<file path="config.mk">
export PLATFORM = sky130hd
export DESIGN_NAME = adder_operand_sequencer
export DESIGN_NICKNAME = d
export VERILOG_FILES = /design/src/rtl/adder_seq_pkg.sv /design/src/rtl/strobe_sync.sv /design/src/rtl/adder_operand_sequencer.sv
export SDC_FILE = /design/constraint.sdc
export NUM_CORES = 1
export LEC_CHECK = 0
export ABC_AREA = 1
export CAP_MARGIN = 20
export CORE_MARGIN = 2
export CORE_UTILIZATION = 40
export CTS_BUF_LIST = sky130_fd_sc_hd__clkbuf_4 sky130_fd_sc_hd__clkbuf_8
export CTS_CLUSTER_SIZE = 16
export DETAILED_ROUTE_END_ITERATION = 6
export PLACE_DENSITY = 0.76
export SLEW_MARGIN = 20
export SYNTH_ARGS = -nofsm -noshare
export SYNTH_HDL_FRONTEND = slang
export SYNTH_HIERARCHICAL = 1
export SYNTH_SLANG_ARGS = --single-unit
</file>
<file path="constraint.sdc">
create_clock -name clk -period 1.2 [get_ports clk]
set_input_delay 0.3 -clock clk [delete_from_list [all_inputs] [get_ports clk]]
set_output_delay 0.3 -clock clk [all_outputs]
set_load 0.005 [all_outputs]
</file>
<file path="src/rtl/adder_seq_pkg.sv">
// Shared types and defaults for the adder operand sequencer.
package adder_seq_pkg;

  localparam int unsigned DefaultWidth      = 8;
  localparam int unsigned DefaultSyncStages = 2;

  typedef enum logic [1:0] {
    StLoadA = 2'd0,
    StLoadB = 2'd1,
    StIssue = 2'd2,
    StHold  = 2'd3
  } state_e;

endpackage

</file>
<file path="src/rtl/strobe_sync.sv">
// Synchronizes an asynchronous strobe and emits a single-cycle pulse on its rising edge.
module strobe_sync #(
  parameter int unsigned SYNC_STAGES = 2
) (
  input  logic clk_i,
  input  logic rst_ni,
  input  logic strobe_i,
  output logic rise_o
);

  logic [SYNC_STAGES-1:0] sync_q;
  logic                   edge_q;
  logic                   sync_out;

  assign sync_out = sync_q[SYNC_STAGES-1];

  always_ff @(posedge clk_i or negedge rst_ni) begin
    if (!rst_ni) begin
      sync_q <= '0;
      edge_q <= 1'b0;
    end else begin
      sync_q <= {sync_q[SYNC_STAGES-2:0], strobe_i};
      edge_q <= sync_out;
    end
  end

  assign rise_o = sync_out & ~edge_q;

endmodule

</file>
<file path="src/rtl/adder_operand_sequencer.sv">
// Loads two operands from a shared bus on strobe presses, issues them to an external
// adder for one cycle, and latches the resulting sum and carry.
module adder_operand_sequencer
  import adder_seq_pkg::*;
#(
  parameter int unsigned WIDTH       = DefaultWidth,
  parameter int unsigned SYNC_STAGES = DefaultSyncStages
) (
  input  logic             clk,
  input  logic             rst_n,
  input  logic [WIDTH-1:0] data_in,
  input  logic             load_strobe,
  input  logic             clear,
  output logic [WIDTH-1:0] operand_a,
  output logic [WIDTH-1:0] operand_b,
  output logic             operands_valid,
  input  logic [WIDTH-1:0] sum_in,
  input  logic             carry_in,
  output logic [WIDTH-1:0] result_sum,
  output logic             result_carry,
  output logic             result_valid,
  output logic [1:0]       state
);

  state_e           state_q, state_d;
  logic [WIDTH-1:0] op_a_q, op_a_d;
  logic [WIDTH-1:0] op_b_q, op_b_d;
  logic [WIDTH-1:0] res_sum_q, res_sum_d;
  logic             res_carry_q, res_carry_d;
  logic             res_valid_q, res_valid_d;
  logic             rise;

  strobe_sync #(
    .SYNC_STAGES(SYNC_STAGES)
  ) u_strobe_sync (
    .clk_i   (clk),
    .rst_ni  (rst_n),
    .strobe_i(load_strobe),
    .rise_o  (rise)
  );

  always_ff @(posedge clk or negedge rst_n) begin
    if (!rst_n) begin
      state_q     <= StLoadA;
      op_a_q      <= '0;
      op_b_q      <= '0;
      res_sum_q   <= '0;
      res_carry_q <= 1'b0;
      res_valid_q <= 1'b0;
    end else begin
      state_q     <= state_d;
      op_a_q      <= op_a_d;
      op_b_q      <= op_b_d;
      res_sum_q   <= res_sum_d;
      res_carry_q <= res_carry_d;
      res_valid_q <= res_valid_d;
    end
  end

  always_comb begin
    state_d     = state_q;
    op_a_d      = op_a_q;
    op_b_d      = op_b_q;
    res_sum_d   = res_sum_q;
    res_carry_d = res_carry_q;
    res_valid_d = res_valid_q;

    // clear outranks a coincident rise; the single-cycle pulse is simply lost
    if (clear) begin
      state_d     = StLoadA;
      op_a_d      = '0;
      op_b_d      = '0;
      res_sum_d   = '0;
      res_carry_d = 1'b0;
      res_valid_d = 1'b0;
    end else begin
      unique case (state_q)
        StLoadA: begin
          if (rise) begin
            op_a_d  = data_in;
            state_d = StLoadB;
          end
        end
        StLoadB: begin
          if (rise) begin
            op_b_d  = data_in;
            state_d = StIssue;
          end
        end
        StIssue: begin
          res_sum_d   = sum_in;
          res_carry_d = carry_in;
          res_valid_d = 1'b1;
          state_d     = StHold;
        end
        StHold: begin
          if (rise) begin
            res_valid_d = 1'b0;
            state_d     = StLoadA;
          end
        end
        default: state_d = StLoadA;
      endcase
    end
  end

  assign operand_a      = op_a_q;
  assign operand_b      = op_b_q;
  assign operands_valid = (state_q == StIssue);
  assign result_sum     = res_sum_q;
  assign result_carry   = res_carry_q;
  assign result_valid   = res_valid_q;
  assign state          = state_q;

endmodule

</file>
==> results.tsv, run 1 <==
metric	value	unit
outcome	finished, violations left	
failing checks	negative setup slack	
EDFF count, synth	0	
Reg2Reg Setup Slack	-0.22	ns
clock-pin slew on the worst setup and hold paths	0.10	ns
Final Hold Viols	0	
drt first pass iters	4	
met3 Resource Use GR	6.67	%
Final GP Congestion	0.765	
max_slew headroom	74.7	%
Commonest cells post-synth	nand2_1, nand3_1, dfrtp_1, nor2_1, inv_1	
cts bufs inserted	5	
Residual DRC	0	
RSZ-0062 raised after global routing	yes	
Net Sw Power	1.33	mW
vias in the first global route	1309	
HP Class	primary input to asynchronous set/reset pin	
antenna violations before repair	0	
Worst Skew	0.00931	ns
synth warn	6	
routed vias	1362	
Reg-to-Reg Start	state[1]	
ANT nets after route	0	
fraction of layout cells with a size suffix above 1	44.4	%
Die Width	63.0	microns
synthesized net count	187	
Avg Cell Area, Syn	8.63	sq um
FMAX	702	MHz
Synth area leaders	dfrtp_1, nand3_1, nand2_1	
Internal	2.68	mW
switch share	33.2	%
core area	3340	sq um
hold_ws	0.309	ns
CP Class	register to output pin	
max cap viols	0	
WP data required	0.90	ns
Finished Layout Cells	296	
area leader, netlist	dfrtp_1	
# clock sinks	31	
clock root cell	clkbuf_4	
Unique masters post-synth	14	
H-Tree Depth	2	
overall routing resource usage	20.7	%
Inserted Diodes	0	
FF+latch count, synth	31	
Ports	50	
ys async rst share	100	%
pwr/cell area	1670	nW/um^2
crit path launch	state[1]	
placed cell areas	1990	sq um
Routed WL	3920	microns
combinational share of power	47.1	%
CTS tree	built	
layout net count	275	
post-layout util	71.9	%
area grow syn2layout	72.5	%
min Tclk post-route	1.42	ns
slew at the pin with the worst max-slew slack	0.380	ns
Clock Path Buffers	2	
Leakage	1.32	nW
crit share post-route	119	%
Most Used Layer, Global Route	met2	
number of I/O port buffers	49	
met2 Usage GRT	33.6	%
Initial DRC Count	71	
vias per cell	4.60	
critical path arrival	1.12	ns
FP Rows	21	
VDD IR-drop max	0.000977	V
met1 usage	26.0	%
critical path peak fanout	2	
Seq pwr share	31.5	%
R2R depth	8	
Critical Path Source Type	register	
die area	3960	sq um
final worst setup slack	-0.224	ns
Worst-Skew Late Latency	0.34	ns
Die Y	63.0	microns
Placed Cells	262	
reg-to-reg endpoint	result_sum[6]	
routed len/inst	13.2	microns
most common cell in the netlist	nand2_1	
Synth top area share	55.8	%
Synth Instances	161	
Finished Cell Area	2400	sq um
CTS hold repair buffers	0	
sequential area share after synthesis	55.8	%
Post-DP HPWL	2280	microns
max-slew violations	0	
initial core utilization	41.7	%
grt ovf	0	
Final setup violation count	20	
clock power share	21.4	%
ys flop type	dfrtp_1	
first-pass GRT wire length	6210	microns
Mapped Area	1390	sq um
Worst setup EP type	output pin	
pin count of the biggest net entering global routing	35	
## sequential cells by signal (all words and copies together) (netlist names)
register / count
operand_a: 8
operand_b: 8
result_sum: 8
state: 2
u_strobe_sync/sync_q: 2
result_carry: 1
result_valid: 1
u_strobe_sync/edge_q: 1
## worst max path at each step
stage                           to  slack [ns]
floorplan             result_valid        0.01
global placement      operand_a[4]       -0.27
detailed placement    operand_b[5]       -0.31
CTS                 operands_valid       -0.22
global route              state[0]       -0.28
finish              operands_valid       -0.22
## power by group through the flow
stage                     logic [mW]  clock network [mW]  registers, mW
after CTS                       1.54               0.869           1.26
final                           1.89               0.857           1.26
after detailed placement        1.12                   0           1.28
after global placement          1.11                   0           1.28
after floorplan                0.470                   0           1.31
after global routing            2.04               0.942           1.28
## area by class of cell
type / instances / area (sq um)
Timing Repair Buffer: 85 / 708
Fill cell: 247 / 938
Sequential cell: 31 / 776
Clock inverter: 2 / 35.0
Multi-Input combinational cell: 109 / 679
Tap cell: 46 / 57.6
Inverter: 17 / 91.3
Clock buffer: 6 / 51.3
## timing repair
item,in CTS,in global routing
setup endpoints to repair,57,44
gates resized for setup,144,31
gates cloned,2,0
setup buffers,16,8
pin swaps,7,13
## metrics by stage
stage	TNS, ns	total power [mW]	worst slack (ns)
2_1_floorplan	0	1.78	0.0141
3_3_place_gp	-6.91	2.38	-0.271
3_5_place_dp	-7.86	2.41	-0.315
4_1_cts	-1.21	3.67	-0.224
5_1_grt	-3.86	4.27	-0.284
6_report	-2.22	4.01	-0.224
## cell usage in the layout (no fill, tap or decap), types with 8 or more instances in the layout
cell type and count:
nand2_1 36, dfrtp_1 31, nand3_1 28, buf_4 28
buf_2 26, clkdlybuf4s50_1 20, nand2_2 13, nor2_1 12
inv_1 11, nand3_2 8
## logic make-up after synthesis
kind of cell,after synthesis,share of synthesized area (%)
AOI/OAI and AO/OA,1,0.360
adders and majority gates,5,4.50
buffers and inverters,22,7.92
DFF,31,55.8
and+or+nand+nor,102,31.4
## routing by layer
layer / share of wire (%) / vias to the layer above / routed length (microns)
met1: 44 / 627 / 1710
met4: 1.3 / 0 / 51
met3: 5.3 / 6 / 208
met5: 0 / - / 0
li1: - / 687 / -
met2: 50 / 42 / 1950
## worst max-delay path: stages (launching register included)
cell and delay, ns:
dfrtp_1 0.41, buf_6 0.13, ha_4 0.15, buf_6 0.11
Power figures use the tool's default switching activity.
==> inputs of run 2 (changes only) <==
- CTS_CLUSTER_SIZE: 16 -> 20
- GPL_TIMING_DRIVEN: not set -> 0
==> results.tsv, run 2 (same netlist as run 1, synthesis figures left out) <==
metric	value	unit
critical path arrival	1.07	ns
RSZ-0062 raised after global routing	yes	
most frequent cells in the layout	nand2_1, nand3_1, dfrtp_1, buf_2, clkdlybuf4s50_1	
Clock Path Buffers	2	
crit share post-route	114	%
reg-to-reg endpoint	state[0]	
critical path peak fanout	3	
Reg-to-Reg Start	state[0]	
CP Class	register to output pin	
Die Y	63.0	microns
Placed Cells	256	
max cap viols	0	
HP Class	primary input to asynchronous set/reset pin	
Residual DRC	0	
crit path launch	state[1]	
pin count of the biggest net entering global routing	32	
outcome	finished, violations left	
vias in the first global route	1298	
Routed WL	3610	microns
max_slew headroom	54.7	%
Worst setup EP type	output pin	
Critical Path Source Type	register	
routed len/inst	12.7	microns
Post-DP HPWL	2160	microns
placed cell areas	1940	sq um
grt ovf	0	
slew at the pin with the worst max-slew slack	0.680	ns
FP Rows	21	
fraction of layout cells with a size suffix above 1	34.5	%
end of the critical path	operands_valid	
H-Tree Depth	2	
Leakage	1.23	nW
FMAX	729	MHz
Initial DRC Count	95	
area grow syn2layout	53.8	%
most common cell after layout, fill and taps aside	nand2_1	
R2R depth	7	
final worst setup slack	-0.172	ns
VDD IR-drop max	0.000753	V
Ports	50	
clock root cell	clkbuf_4	
antenna violations before repair	0	
Final GP Congestion	0.762	
Worst Skew	0.00857	ns
ANT nets after route	0	
WP data required	0.90	ns
Finished Layout Cells	284	
Finished Cell Area	2140	sq um
layout net count	263	
Reg2Reg Setup Slack	-0.10	ns
Die Width	63.0	microns
failing checks	negative hold slack, negative setup slack	
Worst-Skew Late Latency	0.33	ns
clock-pin slew on the worst setup and hold paths	0.10	ns
min Tclk post-route	1.37	ns
die area	3960	sq um
cts bufs inserted	5	
Final setup violation count	21	
routed vias	1349	
overall routing resource usage	19.1	%
# clock sinks	31	
core area	3340	sq um
max-slew violations	0	
Total Power	3.38	mW
number of I/O port buffers	49	
Final Hold Viols	14	
hold_ws	-0.00687	ns
first-pass GRT wire length	5840	microns
Inserted Diodes	0	
vias per cell	4.75	
CTS tree	built	
drt first pass iters	4	
pwr/cell area	1580	nW/um^2
initial core utilization	41.7	%
[run 2: changes by cell type in the layout (fill, tap and decap cells not counted), sizes merged]
cell / previous run / this run
bufinv: 1 / 0
buf: 64 / 52
clkdlybuf4s50: 20 / 19
clkbuf: 7 / 9
[run 2: where the power goes]
| part | switching (mW) | total, mW | internal, mW |
|---|---|---|---|
| Clock | 0.351 | 0.625 | 0.273 |
| Combinational | 0.732 | 1.48 | 0.743 |
| Sequential | 0.0908 | 1.28 | 1.19 |
| Total | 1.17 | 3.38 | 2.20 |
[run 2: worst min path at each step]
stage,start,to,slack [ns],cells after the start
after global placement,u_strobe_sync/sync_q[0],u_strobe_sync/sync_q[1],0.33,0
after CTS,rst_n,result_sum[1],0.01,1
after floorplan,rst_n,operand_a[0],0.004,0
after detailed placement,u_strobe_sync/sync_q[0],u_strobe_sync/sync_q[1],0.34,0
final,rst_n,result_sum[1],-0.007,1
after global routing,rst_n,result_sum[1],0.03,1
[run 2: stage by stage]
stage / TNS (ns) / util, % / setup WS [ns]
floorplan: 0 / - / 0.0141
global placement: -26.54 / 58.2 / -0.697
detailed placement: -5.67 / 58.0 / -0.397
CTS: -1.03 / 62.4 / -0.174
global route: -2.10 / 64.1 / -0.214
finish: -0.994 / 64.1 / -0.172
[run 2: routing by layer]
metal	part of all wire, %	up-vias	global-route usage, %
li1	-	661	-
met3	7.8	13	6.85
met2	47	56	29.0
met1	42	619	24.2
met5	0	-	0
met4	2.4	0	8.89
[run 2: what timing repair did]
| action | CTS | global route |
|---|---|---|
| hold buffers | 0 | 0 |
| setup buffers | 17 | 1 |
| gates resized for setup | 137 | 12 |
| setup endpoints to repair | 57 | 36 |
| pin swaps | 4 | 3 |
| cloned | 1 | 1 |
[run 2: critical path, cell delays in order (launching register included)]
cell     delay [ns]
dfrtp_2        0.45
ha_4           0.18
buf_6          0.11
[run 2: final cells by class]
type | count | area [sq um]
fill | 293 | 1200
sequential | 31 | 777
multi-input combinational | 109 | 588
timing repair buffer | 68 | 520
inverter | 17 | 81.3
tap | 46 | 57.6
buffer | 5 | 56.3
clock buffer | 7 | 52.6
clock inverter | 1 | 5.00
==> inputs of run 3 (changes only) <==
- SLEW_MARGIN: 20 -> 15
==> results of run 3 <==
Same layout as run 2: the final DEF is identical, and so are final timing and power.
